[src/rtl/lock_pkg.sv]
// Shared definitions for the two-button sequential lock and its code sender.
package lock_pkg;

    typedef enum logic [2:0] {
        IDLE   = 3'd0,
        PRESS  = 3'd1,
        GAP    = 3'd2,
        WAIT   = 3'd3,
        REPORT = 3'd4
    } state_t;

    localparam int LOCK_CODE_LEN = 5;

    // Presses b0, b1, b0, b1, b1: the sequence the lock accepts.
    localparam logic [LOCK_CODE_LEN-1:0] LOCK_CODE_DEFAULT = 5'b01011;

endpackage

[src/rtl/lock_code_sender.sv]
// Drives a captured code onto the lock's b0/b1 buttons as single-cycle pulses,
// then watches unlock for a bounded window and reports done or fail.
module lock_code_sender
    import lock_pkg::*;
#(
    parameter int CODE_LEN   = LOCK_CODE_LEN,
    parameter int GAP_CYCLES = 2,
    parameter int TIMEOUT    = 8
) (
    input  logic                clk,
    input  logic                rst_n,
    input  logic                start,
    input  logic                abort,
    input  logic [CODE_LEN-1:0] code,
    input  logic                unlock,
    output logic                b0,
    output logic                b1,
    output logic                busy,
    output logic                done,
    output logic                fail
);

    localparam int IDX_W   = (CODE_LEN > 1) ? $clog2(CODE_LEN) : 1;
    localparam int CNT_MAX = (GAP_CYCLES > TIMEOUT) ? GAP_CYCLES : TIMEOUT;
    localparam int CNT_W   = $clog2(CNT_MAX + 1);

    localparam logic [IDX_W-1:0] LAST_IDX  = IDX_W'(CODE_LEN - 1);
    localparam logic [CNT_W-1:0] GAP_LOAD  = CNT_W'((GAP_CYCLES > 0) ? (GAP_CYCLES - 1) : 0);
    localparam logic [CNT_W-1:0] WAIT_LOAD = CNT_W'(TIMEOUT - 1);

    state_t              r_state;
    logic [CODE_LEN-1:0] r_code;
    logic [IDX_W-1:0]    r_idx;
    logic [CNT_W-1:0]    r_cnt;
    logic                r_b0;
    logic                r_b1;
    logic                r_done;
    logic                r_fail;

    state_t              w_state_next;
    logic [CODE_LEN-1:0] w_code_next;
    logic [CODE_LEN-1:0] w_code_shift;
    logic [IDX_W-1:0]    w_idx_next;
    logic [CNT_W-1:0]    w_cnt_next;
    logic                w_b0_next;
    logic                w_b1_next;
    logic                w_done_next;
    logic                w_fail_next;

    // The code register shifts left so the bit to send is always the MSB.
    assign w_code_shift = r_code << 1;

    assign b0   = r_b0;
    assign b1   = r_b1;
    assign done = r_done;
    assign fail = r_fail;
    assign busy = (r_state != IDLE);

    // Next-state and next-output decode; button pulses are computed one cycle ahead and registered.
    always_comb begin
        w_state_next = r_state;
        w_code_next  = r_code;
        w_idx_next   = r_idx;
        w_cnt_next   = r_cnt;
        w_b0_next    = 1'b0;
        w_b1_next    = 1'b0;
        w_done_next  = 1'b0;
        w_fail_next  = 1'b0;

        case (r_state)
            IDLE: begin
                if (start) begin
                    w_code_next  = code;
                    w_idx_next   = '0;
                    w_state_next = PRESS;
                    w_b1_next    = code[CODE_LEN-1];
                    w_b0_next    = ~code[CODE_LEN-1];
                end
            end
            PRESS: begin
                if (r_idx == LAST_IDX) begin
                    w_state_next = WAIT;
                    w_cnt_next   = WAIT_LOAD;
                end else begin
                    w_idx_next  = r_idx + IDX_W'(1);
                    w_code_next = w_code_shift;
                    if (GAP_CYCLES == 0) begin
                        w_state_next = PRESS;
                        w_b1_next    = w_code_shift[CODE_LEN-1];
                        w_b0_next    = ~w_code_shift[CODE_LEN-1];
                    end else begin
                        w_state_next = GAP;
                        w_cnt_next   = GAP_LOAD;
                    end
                end
            end
            GAP: begin
                if (r_cnt == '0) begin
                    w_state_next = PRESS;
                    w_b1_next    = r_code[CODE_LEN-1];
                    w_b0_next    = ~r_code[CODE_LEN-1];
                end else begin
                    w_cnt_next = r_cnt - CNT_W'(1);
                end
            end
            WAIT: begin
                if (unlock) begin
                    w_state_next = REPORT;
                    w_done_next  = 1'b1;
                end else if (r_cnt == '0) begin
                    w_state_next = REPORT;
                    w_fail_next  = 1'b1;
                end else begin
                    w_cnt_next = r_cnt - CNT_W'(1);
                end
            end
            REPORT: begin
                w_state_next = IDLE;
            end
            default: begin
                w_state_next = IDLE;
            end
        endcase

        if (abort) begin
            w_state_next = IDLE;
            w_b0_next    = 1'b0;
            w_b1_next    = 1'b0;
            w_done_next  = 1'b0;
            w_fail_next  = 1'b0;
        end
    end

    // State, datapath and registered outputs; reset clears the button lines immediately.
    always_ff @(posedge clk or negedge rst_n) begin
        if (!rst_n) begin
            r_state <= IDLE;
            r_code  <= '0;
            r_idx   <= '0;
            r_cnt   <= '0;
            r_b0    <= 1'b0;
            r_b1    <= 1'b0;
            r_done  <= 1'b0;
            r_fail  <= 1'b0;
        end else begin
            r_state <= w_state_next;
            r_code  <= w_code_next;
            r_idx   <= w_idx_next;
            r_cnt   <= w_cnt_next;
            r_b0    <= w_b0_next;
            r_b1    <= w_b1_next;
            r_done  <= w_done_next;
            r_fail  <= w_fail_next;
        end
    end

endmodule
[config.mk]
export PLATFORM = sky130hd
export DESIGN_NAME = lock_code_sender
export DESIGN_NICKNAME = d
export VERILOG_FILES = /design/src/rtl/lock_pkg.sv /design/src/rtl/lock_code_sender.sv
export SDC_FILE = /design/constraint.sdc
export NUM_CORES = 1
export LEC_CHECK = 0
export ABC_AREA = 1
export BUFFER_PORTS_ARGS = -buffer_cell sky130_fd_sc_hd__buf_2
export CELL_PAD_IN_SITES_DETAIL_PLACEMENT = 0
export CELL_PAD_IN_SITES_GLOBAL_PLACEMENT = 2
export CORE_UTILIZATION = 34
export CTS_BUF_LIST = sky130_fd_sc_hd__clkbuf_8
export CTS_CLUSTER_SIZE = 25
export DETAILED_ROUTE_END_ITERATION = 8
export PLACE_DENSITY_LB_ADDON = 0.1
export SLEW_MARGIN = 5
export SYNTH_ARGS = -nofsm -noshare
export SYNTH_HDL_FRONTEND = slang
export SYNTH_SLANG_ARGS = --single-unit
[constraint.sdc]
create_clock -name clk -period 1.91 [get_ports clk]
set_clock_uncertainty 0.2 [all_clocks]
set_input_delay 0.2865 -clock clk [delete_from_list [all_inputs] [get_ports clk]]
set_output_delay 0.2865 -clock clk [all_outputs]
set_load 0.02 [all_outputs]
==> results.json, run 1 <==
{
  "status": "complete, no violations",
  "ioPinCount": 15,
  "dr.first_iter.drc_count": 19,
  "first_pass_iters": 4,
  "numCtsBuffers": 3,
  "fin_setup_tns_ps": 0,
  "ys_seq_elements": 19,
  "synth_nets": 148,
  "cp.arrival_ps": 1640,
  "grt_antenna_before_repair": 0,
  "cts_root_buf": "clkbuf_8",
  "grt_usage_pct": 14.5,
  "netlist_instances": 135,
  "portBuffers": 14,
  "synth-edff-count": 0,
  "critical_path.top_delay_family": "buffers and inverters",
  "syn2layout_area_growth_pct": 15.8,
  "post-dp-hpwl_um": 1580,
  "path_max_fanout": 15,
  "instances_no_fill": 197,
  "crit_path_start_kind": "flip-flop",
  "min_path_type": "in -> reg",
  "p_clk_share_pct": 15.6,
  "yosys_most_used_dff": "dfrtp_1",
  "p_sw_uw": 784,
  "slew_headroom_pct": 71.2,
  "clock_path_buffers": 2,
  "yosysSeqAreaShare_pct": 43.8,
  "path_cells": "inv_1 -> ha_1 -> nand2_1 -> clkinv_1 -> o21ai_4 -> buf_4 -> nand2_1 -> o21ai_2",
  "cts_tree": "yes",
  "final_common_cell": "nand2_1",
  "vias_per_cell": 4.31,
  "power_density_nw_per_um2": 1400,
  "layout_common_cells": "nand2_1, dfrtp_1, inv_1",
  "critPathMaxStageDelay_ps": 370,
  "power_frac_comb_pct": 49.3,
  "swShare_pct": 44.6,
  "grt_pass1_vias": 813,
  "grt_pass1_wl_um": 3710,
  "rr_startpoint": "r_idx[0]$_DFFE_PN0P_",
  "ys_types": 26,
  "grt_max_degree": 20,
  "yosysTopAreaCell": "dfrtp_1",
  "die_area_um2": 3420,
  "die_h_um": 58.5,
  "fmax_mhz": 604,
  "gp_congestion": 0.724,
  "setup_violations": 0,
  "p_int_uw": 974,
  "crit_top_cell": "nand2_1",
  "grt_overflow_total": 0,
  "n_antenna_cell": 0,
  "post-route-period-util_pct": 86.6,
  "fp.dieW_um": 58.5,
  "seqPwrFrac_pct": 35.1,
  "synth.top_cell.area_share_pct": 43.8,
  "drcViolationCount": 0,
  "row_count": 20,
  "drv_cap": 0,
  "avgSynthCellArea_um2": 8.04,
  "drv_slew": 0,
  "synth_warnings": 0,
  "vias": 849,
  "drive_gt1_share_pct": 26.1,
  "synth_area_um2": 1090,
  "nNetsFinal": 167,
  "period_needed_ps": 1650,
  "crit_buf_inv": 3,
  "rsz0062_at_grt": "no",
  "worstSetupPathType": "reg -> reg",
  "ir_drop_mv": 0.638,
  "cts_sinks": 19,
  "clk_pin_slew_worst_paths_ps": 70,
  "dp.cells": 192,
  "coreArea_um2": 3050,
  "async_reset_ff_share_pct": 100,
  "finalHoldViolations": 0,
  "antenna_left": 0,
  "post_drt_wl_per_cell_um": 10.8,
  "drt_wl_total_um": 2120,
  "r2r_cells": 8,
  "cp_data_required_time_ps": 1890,
  "rr_endpoint": "r_code[1]$_DFFE_PN0P_",
  "insertion_delay_ps": 250,
  "whs_path_depth": 2,
  "crit_slowest_cell": "dfrtp_1",
  "cp-end-kind": "flip-flop",
  "cp_num_cells": 8,
  "cts_htree_levels": 1,
  "p_leak_nw": 0.638,
  "worst_pin_slew_ps": 432,
  "ctsResizeCount": 0,
  "initial_utilization_pct": 35.6,
  "min_from": "unlock",
  "hold_path_end": "fail$_DFF_PN0_",
  "synth.area.top_cells": "dfrtp_1, nand2_1, inv_1, o21ai_2, nor2_1",
  "r2r_slack_ps": 260
}
-- Yosys cell counts (all sizes together), types with 2 or more instances --
library cell  count
buf               2
nand3             5
nand4             2
xnor2             2
ha                3
nor2             16
nand2            41
dfrtp            19
a21oi             6
nor3              2
inv              20
o21ai            14
-- layer usage --
| metal | vias to the layer above | track usage (%) | part of all wire (%) |
|---|---|---|---|
| met1 | 374 | 20.2 | 51 |
| li1 | 460 | - | - |
| met2 | 13 | 22.7 | 44 |
| met3 | 2 | 4.18 | 3.8 |
| met4 | 0 | 3.06 | 0.90 |
| met5 | - | 0 | 0 |
-- worst max path at each step --
stage / end / startpoint
after detailed placement: r_idx[1]$_DFFE_PN0P_ / r_idx[0]$_DFFE_PN0P_
after floorplan: r_code[0]$_DFFE_PN0P_ / r_idx[0]$_DFFE_PN0P_
after global placement: r_code[4]$_DFFE_PN0P_ / r_idx[0]$_DFFE_PN0P_
after global routing: r_code[1]$_DFFE_PN0P_ / r_idx[0]$_DFFE_PN0P_
after CTS: r_code[1]$_DFFE_PN0P_ / r_idx[0]$_DFFE_PN0P_
final: r_code[1]$_DFFE_PN0P_ / r_idx[0]$_DFFE_PN0P_
-- cell type report --
class,instances,area (um2)
clock buffer,3,41.3
clock inverter,1,3.75
fill,330,1800
inverter,21,78.8
multi-input combinational,93,515
sequential,19,475
tap,44,55.1
timing repair buffer,16,87.6
-- power groups by stage --
stage	sequential [mW]	clock [mW]	combinational [mW]
floorplan	0.616	0	0.709
global placement	0.626	0	0.866
detailed placement	0.624	0	0.874
CTS	0.617	0.288	0.879
global route	0.631	0.296	0.989
finish	0.618	0.274	0.867
-- kinds of logic (layout without fill, tap and decap cells) --
logic type                 after synthesis  in the layout  synth area share [%]
DFF                                     19             19                  43.8
xor gates and xnor gates                 2              2                  1.61
buffers and inverters                   23             41                  8.75
and+or+nand+nor                         67             67                  28.2
AOI/OAI and AO/OA                       21             21                  14.2
adders and majority gates                3              3                  3.46
-- state kept, by name (all words and copies together) (netlist names) --
name	count
r_code	5
fail	1
r_state	3
r_cnt	4
r_idx	3
b0	1
done	1
b1	1
-- per-stage QoR --
| stage | area, um2 | hold WS, ps | setup slack [ps] | total power [mW] | utilization (%) |
|---|---|---|---|---|---|
| 6_report | 1260 | 23.9 | 256 | 1.76 | 41.2 |
| 3_5_place_dp | 1200 | 59.2 | 254 | 1.50 | 39.4 |
| 2_1_floorplan | 1090 | -209 | 375 | 1.33 | - |
| 3_3_place_gp | 1200 | 62.5 | 306 | 1.49 | 39.4 |
| 5_1_grt | 1260 | 46.0 | 128 | 1.92 | 41.2 |
| 4_1_cts | 1260 | 18.0 | 237 | 1.78 | 41.2 |
-- what timing repair did --
item / 4_1_cts / 5_1_grt
endpoints found under the hold margin: 19 / 0
setup buffers: 0 / 0
hold buffers: 1 / 0
No activity file was read; power rests on OpenSTA's default activity.
==> run 2: changes to the inputs <==
--- a/config.mk
+++ b/config.mk
@@ -5,11 +5,10 @@
 export SDC_FILE = /design/constraint.sdc
 export NUM_CORES = 1
 export LEC_CHECK = 0
-export ABC_AREA = 1
 export BUFFER_PORTS_ARGS = -buffer_cell sky130_fd_sc_hd__buf_2
 export CELL_PAD_IN_SITES_DETAIL_PLACEMENT = 0
 export CELL_PAD_IN_SITES_GLOBAL_PLACEMENT = 2
-export CORE_UTILIZATION = 34
+export CORE_UTILIZATION = 37
 export CTS_BUF_LIST = sky130_fd_sc_hd__clkbuf_8
 export CTS_CLUSTER_SIZE = 25
 export DETAILED_ROUTE_END_ITERATION = 8
==> results.json, run 2 <==
{
  "met1_usage_pct": 22.6,
  "instances_no_fill": 155,
  "seqCellArea_um2": 475,
  "netlist_instances": 95,
  "cts_tree": "yes",
  "numCtsBuffers": 3,
  "multi_input_area_um2": 526,
  "p_leak_nw": 0.627,
  "ys_types": 32,
  "n_antenna_cell": 0,
  "ir_drop_mv": 1.07,
  "grt_overflow_total": 0,
  "layout_common_cells": "dfrtp_1, buf_4, buf_2",
  "yosys_most_used_dff": "dfrtp_1",
  "yosysSeqAreaShare_pct": 47.3,
  "insertion_delay_ps": 260,
  "nNetsFinal": 139,
  "path_max_fanout": 5,
  "synth.most_common_cell": "dfrtp_1",
  "post-route-period-util_pct": 98.9,
  "post_drt_wl_per_cell_um": 14.3,
  "ys_top_cells_by_count": "dfrtp_1, inv_1, mux2_2",
  "antenna_left": 0,
  "slew_headroom_pct": 70.3,
  "cp-end-kind": "flip-flop",
  "top_usage_layer": "met2",
  "min_path_type": "in -> reg",
  "cp_data_required_time_ps": 1850,
  "synth_nets": 108,
  "cts_sinks": 19,
  "rsz0062_at_grt": "yes",
  "worstSetupPathType": "reg -> reg",
  "hold_path_end": "fail$_DFF_PN0_",
  "avgSynthCellArea_um2": 10.6,
  "final_common_cell": "dfrtp_1",
  "whs_path_depth": 2,
  "fin_setup_tns_ps": 0,
  "p_sw_uw": 735,
  "synth-edff-count": 0,
  "dp.cells": 145,
  "path_cells": "inv_2 -> ha_4 -> or3b_4 -> buf_4 -> nand4_1 -> mux2_2",
  "fp.dieW_um": 54.1,
  "first_pass_iters": 4,
  "grt_antenna_before_repair": 0,
  "vias_per_cell": 5.28,
  "setup_violations": 0,
  "crit_path_start_kind": "flip-flop",
  "p_int_mw": 1.23,
  "gp_congestion": 0.787,
  "cts_root_buf": "clkbuf_8",
  "r2r_cells": 6,
  "largest_reg_flops": 5,
  "synth.top_cell.area_share_pct": 47.3,
  "ys_seq_elements": 19,
  "cts_htree_levels": 1,
  "synth_warnings": 0,
  "syn2layout_area_growth_pct": 30.1,
  "rr_startpoint": "r_cnt[0]$_DFFE_PN0P_",
  "portBuffers": 14,
  "finalHoldViolations": 0,
  "p_clk_share_pct": 14.2,
  "clock_path_buffers": 2,
  "worst_pin_slew_ps": 446,
  "dr.first_iter.drc_count": 10,
  "post-dp-hpwl_um": 1640,
  "die_area_um2": 2930,
  "drt_wl_total_um": 2210,
  "grt_use_met2_pct": 28.0,
  "seqPwrFrac_pct": 32.9,
  "critPathMaxStageDelay_ps": 390,
  "grt_pass1_vias": 756,
  "r2r_slack_ps": 20,
  "grt_usage_pct": 17.5,
  "min_from": "unlock",
  "use_met3_pct": 7.06,
  "regMostFlops": "r_code",
  "async_reset_ff_share_pct": 100,
  "grt_pass1_wl_um": 3480,
  "drv_slew": 0,
  "fmax_mhz": 529,
  "vias": 819,
  "power_frac_comb_pct": 52.9,
  "status": "complete, no violations",
  "coreArea_um2": 2520,
  "power_density_nw_per_um2": 1500,
  "die_h_um": 54.1,
  "period_needed_ps": 1890,
  "clk_pin_slew_worst_paths_ps": 80,
  "synth_area_um2": 1000,
  "drive_gt1_share_pct": 42.4,
  "num-fill-cells": 253,
  "ioPinCount": 15,
  "drv_cap": 0,
  "crit_slowest_cell": "dfrtp_1",
  "initial_utilization_pct": 39.8,
  "swShare_pct": 37.4,
  "top_regs": "r_code (5), r_cnt (4)",
  "drcViolationCount": 0,
  "row_count": 18,
  "synth.area.top_cells": "dfrtp_1, mux2_2, mux2i_1, ha_1, inv_1",
  "grt_max_degree": 20,
  "rr_endpoint": "r_cnt[3]$_DFFE_PN0P_",
  "yosysTopAreaCell": "dfrtp_1",
  "cp.arrival_ps": 1830
}
[run 2: how the worst max path moves through the flow]
stage	startpoint	endpoint	depth (start not counted)	slack [ps]
2_1_floorplan	r_cnt[1]$_DFFE_PN0P_	b1$_DFF_PN0_	6	5
3_3_place_gp	r_cnt[1]$_DFFE_PN0P_	b1$_DFF_PN0_	5	10
3_5_place_dp	r_cnt[1]$_DFFE_PN0P_	b1$_DFF_PN0_	5	-6
4_1_cts	r_cnt[0]$_DFFE_PN0P_	b0$_DFF_PN0_	5	10
5_1_grt	r_cnt[1]$_DFFE_PN0P_	b1$_DFF_PN0_	5	-50
6_report	r_cnt[0]$_DFFE_PN0P_	r_cnt[3]$_DFFE_PN0P_	6	20
[run 2: power groups by stage]
| stage | Combinational, mW | Sequential (mW) | Clock (mW) |
|---|---|---|---|
| 6_report | 1.04 | 0.646 | 0.278 |
| 5_1_grt | 1.13 | 0.661 | 0.306 |
| 3_3_place_gp | 0.894 | 0.639 | 0 |
| 3_5_place_dp | 0.904 | 0.651 | 0 |
| 4_1_cts | 0.923 | 0.647 | 0.284 |
| 2_1_floorplan | 0.632 | 0.634 | 0 |
[run 2: worst max-delay path: cells and delay by family (launching register included)]
kind                       cells  cell delay, ps
adders and majority gates      1             130
buffers and inverters          2             250
and+or+nand+nor                2             460
DFF                            1             390
muxes                          1             330
[run 2: stage by stage]
stage / utilization [%] / hold WS (ps) / worst slack (ps) / cell area (um2) / total power [mW]
after global placement: 46.8 / 51.7 / 10.3 / 1180 / 1.53
after floorplan: - / -209 / 5.33 / 1020 / 1.27
after global routing: 51.8 / 29.8 / -48.4 / 1310 / 2.10
after detailed placement: 46.8 / 54.2 / -5.88 / 1180 / 1.55
after CTS: 49.3 / 16.2 / 10.5 / 1240 / 1.85
final: 51.8 / 24.5 / 20.5 / 1310 / 1.96
[run 2: what timing repair did]
item | 4_1_cts | 5_1_grt
resized for setup | 3 | 6
setup buffers | 0 | 5
hold buffers | 1 | 0
endpoints found under the setup margin | 4 | 12
endpoints found under the hold margin | 19 | 0
pin swaps | 0 | 2
[run 2: cell type report]
type / instances / share of cell area (%)
clock buffers: 3 / 3.16
repair buffers: 30 / 14.7
clock inverters: 1 / 0.383
well taps: 30 / 2.87
inverters: 8 / 2.30
flip-flops and latches: 19 / 36.4
multi-input cells: 64 / 40.2
[run 2: cells by family (layout without fill, tap and decap cells)]
kind of cell	count (synthesis)	count (layout)	share of synthesized area [%]
muxes	12	12	12.8
and+or+nand+nor	37	37	23.2
buffers and inverters	12	42	4.86
DFF	19	19	47.3
adders and majority gates	3	3	3.74
AOI/OAI and AO/OA	12	12	8.09
[run 2: per-layer routing]
metal	vias to the layer above	share of wire, %
li1	398	-
met1	405	47
met5	-	0
met4	0	0.45
met2	14	48
met3	2	4.9
